==> config.mk <==
export PLATFORM = sky130hd
export DESIGN_NAME = oled_text_writer_flat
export DESIGN_NICKNAME = d
export VERILOG_FILES = /design/src/rtl/oled_pkg.sv /design/src/rtl/oled_text_writer_if.sv /design/src/rtl/oled_addr_map.sv /design/src/rtl/oled_text_writer.sv /design/src/flat_wrapper.sv
export SDC_FILE = /design/constraint.sdc
export NUM_CORES = 1
export LEC_CHECK = 0
export CAP_MARGIN = 0
export CORE_MARGIN = 4
export CORE_UTILIZATION = 30
export CTS_BUF_LIST = sky130_fd_sc_hd__clkbuf_4 sky130_fd_sc_hd__clkbuf_8 sky130_fd_sc_hd__clkbuf_16
export DETAILED_ROUTE_END_ITERATION = 8
export GPL_ROUTABILITY_DRIVEN = 0
export PLACE_DENSITY = 0.51
export SLEW_MARGIN = 40
export SYNTH_ARGS = -nofsm -noshare
export SYNTH_HDL_FRONTEND = slang
export SYNTH_HIERARCHICAL = 1
export SYNTH_SLANG_ARGS = --single-unit
==> constraint.sdc <==
create_clock -name clk -period 2.03 [get_ports clk]
set_clock_uncertainty 0.1 [all_clocks]
set_input_delay 0.203 -clock clk [delete_from_list [all_inputs] [get_ports clk]]
set_output_delay 0.203 -clock clk [all_outputs]
set_load 0.02 [all_outputs]
==> src/rtl/oled_pkg.sv <==
// +--------------------------------------------------------------------------+
// | oled_pkg : shared command encodings, FSM state type and page mapping      |
// | Revision : 1.0                                                            |
// +--------------------------------------------------------------------------+
`default_nettype none

package oled_pkg;

    localparam logic OP_CLEAR = 1'b0;
    localparam logic OP_GLYPH = 1'b1;

    typedef logic [2:0] state_t;
    localparam state_t c_INIT_CLR = 3'd0;
    localparam state_t c_IDLE     = 3'd1;
    localparam state_t c_CLEAR    = 3'd2;
    localparam state_t c_FETCH    = 3'd3;
    localparam state_t c_DONE     = 3'd4;

    // Linear frame-RAM address of (page, col); also used by the display scanner.
    function automatic int unsigned page_to_ram_addr(
        input int unsigned page,
        input int unsigned col,
        input int unsigned pages,
        input int unsigned cols,
        input int unsigned flip
    );
        int unsigned ram_page;
        ram_page = (flip != 0) ? (pages - 1 - page) : page;
        return ram_page * cols + col;
    endfunction

endpackage

`default_nettype wire

==> src/rtl/oled_text_writer_if.sv <==
// +--------------------------------------------------------------------------+
// | oled_text_writer_if : command handshake bundle for oled_text_writer       |
// | Optional field cmd_inv exists only when OLED_TXT_INVERT_EN is defined.    |
// | Revision : 1.0                                                            |
// +--------------------------------------------------------------------------+
`default_nettype none

interface oled_text_writer_if #(
    parameter int COLS  = 128,
    parameter int PAGES = 8,
    parameter int MAX_W = 16
);
    logic                       cmd_valid;
    logic                       cmd_ready;
    logic                       cmd_op;
    logic [$clog2(PAGES)-1:0]   cmd_page;
    logic [$clog2(COLS)-1:0]    cmd_col;
    logic [7:0]                 cmd_glyph;
    logic [$clog2(MAX_W):0]     cmd_w;
    logic [7:0]                 cmd_fill;
`ifdef OLED_TXT_INVERT_EN
    logic                       cmd_inv;
`endif

    modport master (
`ifdef OLED_TXT_INVERT_EN
        output cmd_inv,
`endif
        output cmd_valid, cmd_op, cmd_page, cmd_col, cmd_glyph, cmd_w, cmd_fill,
        input  cmd_ready
    );

    modport slave (
`ifdef OLED_TXT_INVERT_EN
        input  cmd_inv,
`endif
        input  cmd_valid, cmd_op, cmd_page, cmd_col, cmd_glyph, cmd_w, cmd_fill,
        output cmd_ready
    );

endinterface

`default_nettype wire

==> src/rtl/oled_addr_map.sv <==
// +--------------------------------------------------------------------------+
// | oled_addr_map : (page, column) -> frame-RAM address plus clip flag        |
// | Revision : 1.0                                                            |
// +--------------------------------------------------------------------------+
`default_nettype none

module oled_addr_map
    import oled_pkg::*;
#(
    parameter int COLS      = 128,
    parameter int PAGES     = 8,
    parameter int PAGE_FLIP = 1,
    parameter int PAGE_W    = 5,
    parameter int COL_W     = 8,
    parameter int ADDR_W    = 10
) (
    input  logic [PAGE_W-1:0] page,
    input  logic [COL_W-1:0]  col,
    output logic [ADDR_W-1:0] addr,
    output logic              clip
);

    // Inputs are wide enough to carry overflow, so clipping never wraps.
    assign clip = (32'(page) >= 32'(PAGES)) || (32'(col) >= 32'(COLS));
    assign addr = ADDR_W'(page_to_ram_addr(32'(page), 32'(col), PAGES, COLS, PAGE_FLIP));

endmodule

`default_nettype wire

==> src/rtl/oled_text_writer.sv <==
// +--------------------------------------------------------------------------+
// | oled_text_writer : clears the frame RAM and blits font glyphs into it     |
// | Optional feature macro: OLED_TXT_INVERT_EN (adds cmd_inv, glyph inversion)|
// | Revision : 1.0                                                            |
// +--------------------------------------------------------------------------+
`default_nettype none

module oled_text_writer
    import oled_pkg::*;
#(
    parameter int COLS        = 128,
    parameter int PAGES       = 8,
    parameter int GLYPH_PAGES = 2,
    parameter int MAX_W       = 16,
    parameter int FONT_AW     = 12,
    parameter int PAGE_FLIP   = 1,
    localparam int CW  = $clog2(COLS),
    localparam int PW  = $clog2(PAGES),
    localparam int WW  = $clog2(MAX_W) + 1,
    localparam int AW  = $clog2(PAGES * COLS),
    localparam int PGW = PW + 2,
    localparam int CLW = CW + 1
) (
    input  logic                 clk,
    input  logic                 rst,
    oled_text_writer_if.slave    cmd,
    output logic                 font_rd,
    output logic [FONT_AW-1:0]   font_addr,
    input  logic [7:0]           font_data,
    output logic                 wren,
    output logic [AW-1:0]        wraddress,
    output logic [7:0]           data,
    output logic                 busy,
    output logic                 done
);

    state_t             r_state;
    logic [PW-1:0]      r_page;
    logic [CW-1:0]      r_col;
    logic [7:0]         r_glyph;
    logic [WW-1:0]      r_w;
    logic [7:0]         r_fill;
    logic               r_glyph_mode;
    logic [WW-1:0]      r_c;
    logic [1:0]         r_r;
    logic               r_issue;
    logic               r_font_rd;
    logic [FONT_AW-1:0] r_font_addr;
    logic [AW-1:0]      r_pend_addr;
    logic               r_pend_clip;
    logic               r_wren;
    logic [AW-1:0]      r_wraddress;

    logic [PGW-1:0]     w_map_page;
    logic [CLW-1:0]     w_map_col;
    logic [AW-1:0]      w_map_addr;
    logic               w_map_clip;
    logic [FONT_AW-1:0] w_font_addr;
    logic               w_w_ok;
    logic               w_last;
    logic [7:0]         w_inv_mask;

`ifdef OLED_TXT_INVERT_EN
    logic               r_inv;
    assign w_inv_mask = {8{r_inv}};
`else
    assign w_inv_mask = 8'h00;
`endif

    assign w_map_page  = PGW'(r_page) + PGW'(r_r);
    assign w_map_col   = CLW'(r_col) + CLW'(r_c);
    assign w_font_addr = FONT_AW'(32'(r_glyph) * 32'(MAX_W * GLYPH_PAGES)
                                  + 32'(r_c) * 32'(GLYPH_PAGES) + 32'(r_r));
    assign w_w_ok      = (cmd.cmd_w != '0) && (32'(cmd.cmd_w) <= 32'(MAX_W));
    assign w_last      = (r_r == 2'(GLYPH_PAGES - 1)) && (r_c == r_w - WW'(1));

    oled_addr_map #(
        .COLS      (COLS),
        .PAGES     (PAGES),
        .PAGE_FLIP (PAGE_FLIP),
        .PAGE_W    (PGW),
        .COL_W     (CLW),
        .ADDR_W    (AW)
    ) u_addr_map (
        .page (w_map_page),
        .col  (w_map_col),
        .addr (w_map_addr),
        .clip (w_map_clip)
    );

    always_ff @(posedge clk) begin
        if (rst) begin
            r_state      <= c_INIT_CLR;
            r_page       <= '0;
            r_col        <= '0;
            r_glyph      <= '0;
            r_w          <= '0;
            r_fill       <= '0;
            r_glyph_mode <= 1'b0;
            r_c          <= '0;
            r_r          <= '0;
            r_issue      <= 1'b0;
            r_font_rd    <= 1'b0;
            r_font_addr  <= '0;
            r_pend_addr  <= '0;
            r_pend_clip  <= 1'b0;
            r_wren       <= 1'b0;
            r_wraddress  <= '0;
`ifdef OLED_TXT_INVERT_EN
            r_inv        <= 1'b0;
`endif
        end else begin
            case (r_state)
                c_INIT_CLR, c_CLEAR: begin
                    // Init clear arrives with wren low and must start at address 0.
                    if (!r_wren) begin
                        r_wren      <= 1'b1;
                        r_wraddress <= '0;
                    end else if (r_wraddress == '1) begin
                        r_wren  <= 1'b0;
                        r_state <= c_DONE;
                    end else begin
                        r_wraddress <= r_wraddress + 1'b1;
                    end
                end
                c_IDLE: begin
                    if (cmd.cmd_valid) begin
                        r_page       <= cmd.cmd_page;
                        r_col        <= cmd.cmd_col;
                        r_glyph      <= cmd.cmd_glyph;
                        r_w          <= cmd.cmd_w;
                        r_fill       <= cmd.cmd_fill;
                        r_glyph_mode <= (cmd.cmd_op == OP_GLYPH);
`ifdef OLED_TXT_INVERT_EN
                        r_inv        <= cmd.cmd_inv;
`endif
                        if (cmd.cmd_op == OP_CLEAR) begin
                            r_state     <= c_CLEAR;
                            r_wren      <= 1'b1;
                            r_wraddress <= '0;
                        end else begin
                            r_state <= c_FETCH;
                            r_issue <= w_w_ok;
                            r_c     <= '0;
                            r_r     <= '0;
                        end
                    end
                end
                c_FETCH: begin
                    // Write stage: consumes the byte read in the previous cycle.
                    r_wren <= r_font_rd && !r_pend_clip;
                    if (r_font_rd && !r_pend_clip) begin
                        r_wraddress <= r_pend_addr;
                    end
                    if (r_issue) begin
                        r_font_rd   <= 1'b1;
                        r_font_addr <= w_font_addr;
                        r_pend_addr <= w_map_addr;
                        r_pend_clip <= w_map_clip;
                        if (w_last) begin
                            r_issue <= 1'b0;
                        end else if (r_r == 2'(GLYPH_PAGES - 1)) begin
                            r_r <= '0;
                            r_c <= r_c + 1'b1;
                        end else begin
                            r_r <= r_r + 1'b1;
                        end
                    end else begin
                        r_font_rd <= 1'b0;
                        if (!r_font_rd) begin
                            r_state <= c_DONE;
                        end
                    end
                end
                c_DONE: begin
                    r_state <= c_IDLE;
                end
                default: begin
                    r_state <= c_IDLE;
                end
            endcase
        end
    end

    assign cmd.cmd_ready = (r_state == c_IDLE);
    assign busy          = (r_state == c_INIT_CLR) || (r_state == c_CLEAR) || (r_state == c_FETCH);
    assign done          = (r_state == c_DONE);
    assign font_rd       = r_font_rd;
    assign font_addr     = r_font_addr;
    assign wren          = r_wren;
    assign wraddress     = r_wraddress;
    assign data          = !r_wren      ? 8'h00 :
                           r_glyph_mode ? (font_data ^ w_inv_mask) : r_fill;

endmodule

`default_nettype wire

==> src/flat_wrapper.sv <==
// flat-port wrapper written by rule: the top's interface ports become plain ports
module oled_text_writer_flat import oled_pkg::*;
#(
    parameter int COLS        = 128,
    parameter int PAGES       = 8,
    parameter int GLYPH_PAGES = 2,
    parameter int MAX_W       = 16,
    parameter int FONT_AW     = 12,
    parameter int PAGE_FLIP   = 1,
    localparam int CW  = $clog2(COLS),
    localparam int PW  = $clog2(PAGES),
    localparam int WW  = $clog2(MAX_W) + 1,
    localparam int AW  = $clog2(PAGES * COLS),
    localparam int PGW = PW + 2,
    localparam int CLW = CW + 1
)
  (clk, rst, font_rd, font_addr, font_data, wren, wraddress, data, busy, done, cmd_cmd_valid, cmd_cmd_op, cmd_cmd_page, cmd_cmd_col, cmd_cmd_glyph, cmd_cmd_w, cmd_cmd_fill, cmd_cmd_ready);
  oled_text_writer_if #(.COLS(COLS), .PAGES(PAGES), .MAX_W(MAX_W)) cmd_i ();
  input  logic clk;
  input  logic rst;
  output logic font_rd;
  output logic [FONT_AW-1:0] font_addr;
  input  logic [7:0] font_data;
  output logic wren;
  output logic [AW-1:0] wraddress;
  output logic [7:0] data;
  output logic busy;
  output logic done;
  input wire logic [$bits(cmd_i.cmd_valid)-1:0] cmd_cmd_valid;
  input wire logic [$bits(cmd_i.cmd_op)-1:0] cmd_cmd_op;
  input wire logic [$bits(cmd_i.cmd_page)-1:0] cmd_cmd_page;
  input wire logic [$bits(cmd_i.cmd_col)-1:0] cmd_cmd_col;
  input wire logic [$bits(cmd_i.cmd_glyph)-1:0] cmd_cmd_glyph;
  input wire logic [$bits(cmd_i.cmd_w)-1:0] cmd_cmd_w;
  input wire logic [$bits(cmd_i.cmd_fill)-1:0] cmd_cmd_fill;
  output wire logic [$bits(cmd_i.cmd_ready)-1:0] cmd_cmd_ready;
  assign cmd_i.cmd_valid = cmd_cmd_valid;
  assign cmd_i.cmd_op = cmd_cmd_op;
  assign cmd_i.cmd_page = cmd_cmd_page;
  assign cmd_i.cmd_col = cmd_cmd_col;
  assign cmd_i.cmd_glyph = cmd_cmd_glyph;
  assign cmd_i.cmd_w = cmd_cmd_w;
  assign cmd_i.cmd_fill = cmd_cmd_fill;
  assign cmd_cmd_ready = cmd_i.cmd_ready;
  oled_text_writer #(.COLS(COLS), .PAGES(PAGES), .GLYPH_PAGES(GLYPH_PAGES), .MAX_W(MAX_W), .FONT_AW(FONT_AW), .PAGE_FLIP(PAGE_FLIP)) u_core (.clk(clk), .rst(rst), .cmd(cmd_i), .font_rd(font_rd), .font_addr(font_addr), .font_data(font_data), .wren(wren), .wraddress(wraddress), .data(data), .busy(busy), .done(done));
endmodule
==> metrics <==
Initial Util=between 30 and 40%; Die Wd=roughly 120 um; xor/xnor share of the synthesized area=between 4 and 5%; DP Cell Count=~770; Crit. Startpoint=u_core/r_col[1]; Port Buffers=76; clk buf depth=2; RSZ-0062 raised after global routing=true; largest net degree at the start of global routing=32; Final Max Slew Viols=0; first-pass GRT wire length=between 15000 and 20000 um; routed wire length=11200 um; number of CTS-inserted buffers=9; Total GRT Usage=roughly 15%; P_int=2.57 mW; Synth area leader=dfxtp_1; leakage power=~2.1 nW; GRT Max-Usage Layer=met2; Detailed Routing Iterations Pass 1=4; number of remaining DRC errors=0; Hold Fails Final Rpt=0; Post-synth EDFFs=0; Cell Area, Placed=5180 um2; NetSw=between 0.6 and 0.7 mW; initial antenna violation count=0; pre-CTS setup slack=-0.0622 ns; switching part of the total=roughly a fifth; fill cell count=between 1000 and 1500; share of cells above drive strength 1=between 10% and 20%; clock-pin slew on the worst setup and hold paths=0.06 ns; Synth Instances=510; critical path fanouts, max=2; post-synth cell types=between 60 and 70; Comb power frac=5.0%; Post-Synth Adder-Cell Area=about 5.6%; site row count=42; hold path depth=2; maximum vdd drop=~0.00034 V; FF-to-FF Start=u_core/r_col[1]; Via density=between 4 and 5; FFs w/ async S/R, synth=0%; synth cell count leaders=nand2_1 (119), dfxtp_1 (77), a21oi_1 (60); Power Total=approximately 3.3 mW; r2r endpoint=u_core/r_pend_addr[9]; R2R setup slack=approximately 0.037 ns; Die Ht=about 120 um; Synth Cell Area=4050 um2; Ports=78; ant diodes=0; count leader, synth=nand2_1; Layout Nets=~670; Design Area, Final=5680 um2; Syn. warnings=6; mux share of post-synthesis cell area=2.50%; min-delay src=rst; global routing met2 resource utilization=about a quarter; Critical Path RT=2.15 ns; Seq/Total Area, Yosys=38.1%; clock root buffer=clkbuf_16; clock power share=around half; final non-filler cell total=789; fin crit share=between 90% and 100%; Max Fclk=between 500 and 600 MHz; crit path capture type=flop; number of global-route vias before repair=between 3000 and 4000; # setup viols final=0; post-synthesis net count=570; setup TNS=0 ns; Core Footprint=around 13000 um2; top_reg_cell synth=dfxtp_1; # H-tree levels=3; largest family of logic cells by synthesized area=simple AND/OR/NAND/NOR gates; vias=~3800; M1 GR Usage=between 10% and 20%; PwrDens=roughly 580 nW/um2; wire per inst=between 10 and 15 um; Critical Path AT=between 2 and 2.5 ns; Antenna Violating Nets Remaining=0; area share of the largest cell type after synthesis=a little under two fifths; worst hold slack=~0.1 ns; hold buffers post-CTS=0; flops & latches, synth=77; met3 GRT Util=3.72%; clk_lat worst skew=0.33 ns; CTS tree=yes; synthesized area per cell=about 7.9 um2; grt total ovfl=0; Area Overhead vs Synth=40.4%; r2r worst-path depth=11; Compound-Gate Fraction of Synth Area=about a fifth; Max Cap Viol=0; Worst Setup Start Kind=flop; CTS Sinks=between 70 and 80; HPWL Detailed=a little over 8000 um; status=finished clean; first-iteration detailed-routing DRC count=301; Final min period=around 2 ns; total die area=between 15000 and 20000 um2; setup ws final=~0.037 ns; Flop pwr share=around 46%; top area cells in the synthesized netlist=dfxtp_1 (38%), nand2_1 (11%), a21oi_1 (7.4%), ha_1 (4.6%), xnor2_1 (3.0%); Final Core Density=between 40 and 50%; path type of the worst min-delay path=in2reg; CP Class=reg2reg; Simple-Gate Fraction of Synth Area=23.6%; Hold Crit Endpoint=u_core/r_col[1]
==> what timing repair did <==
item / in CTS / in global routing
gates resized for setup: 17 / 34
hold endpoints to repair: 0 / 0
setup buffers: 1 / 4
pin swaps: 10 / 24
endpoints found under the setup margin: 15 / 25
==> power by group through the flow <==
stage	clock [mW]	combinational [mW]	sequential, mW
floorplan	0	0.0447	1.55
global placement	0	0.161	1.55
detailed placement	0	0.162	1.55
CTS	1.64	0.163	1.52
global route	1.70	0.175	1.52
finish	1.59	0.162	1.52
==> worst max-delay path, cell delays in order (launching register included) <==
cell and delay [ns]:
dfxtp_2 0.34, ha_4 0.23, a21o_1 0.18, a21oi_2 0.17, o21ai_2 0.07, a21oi_2 0.15, nor2_2 0.06, ha_2 0.18
ha_4 0.16, xnor2_2 0.12, nand2_1 0.08, a21oi_2 0.05
==> area by class of cell <==
class	count	area [um2]	share of cell area [%]
Clock buffer	10	233	4.10
Clock inverter	6	61.3	1.08
Multi-Input combinational cell	379	2390	42.1
Sequential cell	77	1560	27.4
Timing Repair Buffer	123	1160	20.3
Inverter	18	67.6	1.19
Tap cell	176	220	3.87
==> cell families after synthesis <==
family / after synthesis
mux: 10
other cells: 1
flops: 77
xor+xnor: 21
simple gates: 211
compound gates: 119
buf+inv: 54
fa+ha+maj: 17
==> cell usage in the layout, fill, tap and decap left out, types with 3 or more instances in the layout <==
cell type / instances
mux2i_1: 9
dlymetal6s2s_1: 7
or3_1: 5
and3_1: 6
o21ai_0: 11
ha_1: 8
nor3_1: 8
a21oi_2: 4
buf_4: 43
xor2_1: 7
clkinv_2: 3
nand4_1: 4
a21oi_1: 57
ha_4: 5
nand2b_1: 3
nor2b_1: 10
nor2_1: 24
clkbuf_16: 9
xnor2_1: 13
o31ai_1: 4
dfxtp_1: 70
nand2_1: 118
a211oi_1: 10
inv_2: 4
inv_1: 13
dfxtp_2: 5
clkdlybuf4s50_1: 66
nand3_1: 12
nand3_2: 3
==> how the worst max path moves through the flow <==
| stage | endpoint | slack [ns] | cells past startpoint |
|---|---|---|---|
| after floorplan | u_core/r_pend_addr[9] | 0.008 | 11 |
| after global placement | u_core/wraddress[9] | -0.03 | 6 |
| after detailed placement | u_core/wraddress[9] | -0.06 | 6 |
| after CTS | u_core/r_pend_addr[9] | -0.02 | 11 |
| after global routing | u_core/r_pend_addr[6] | -0.08 | 10 |
| final | u_core/r_pend_addr[9] | 0.04 | 11 |
==> registers in the layout (all words and copies together), names as in the netlist, 5 cells and up <==
register            cells
u_core/r_fill           8
u_core/r_w              5
u_core/r_c              5
u_core/r_pend_addr     10
u_core/wraddress       10
u_core/r_col            7
u_core/r_glyph          7
u_core/font_addr       12
==> layer usage <==
layer	vias to the layer above	share of wire, %	wire length [um]
li1	1949	-	-
met5	-	0	0
met3	15	3.8	424
met4	0	1.6	174
met1	1746	45	5010
met2	70	50	5610
No activity file was read; power rests on OpenSTA's default activity.
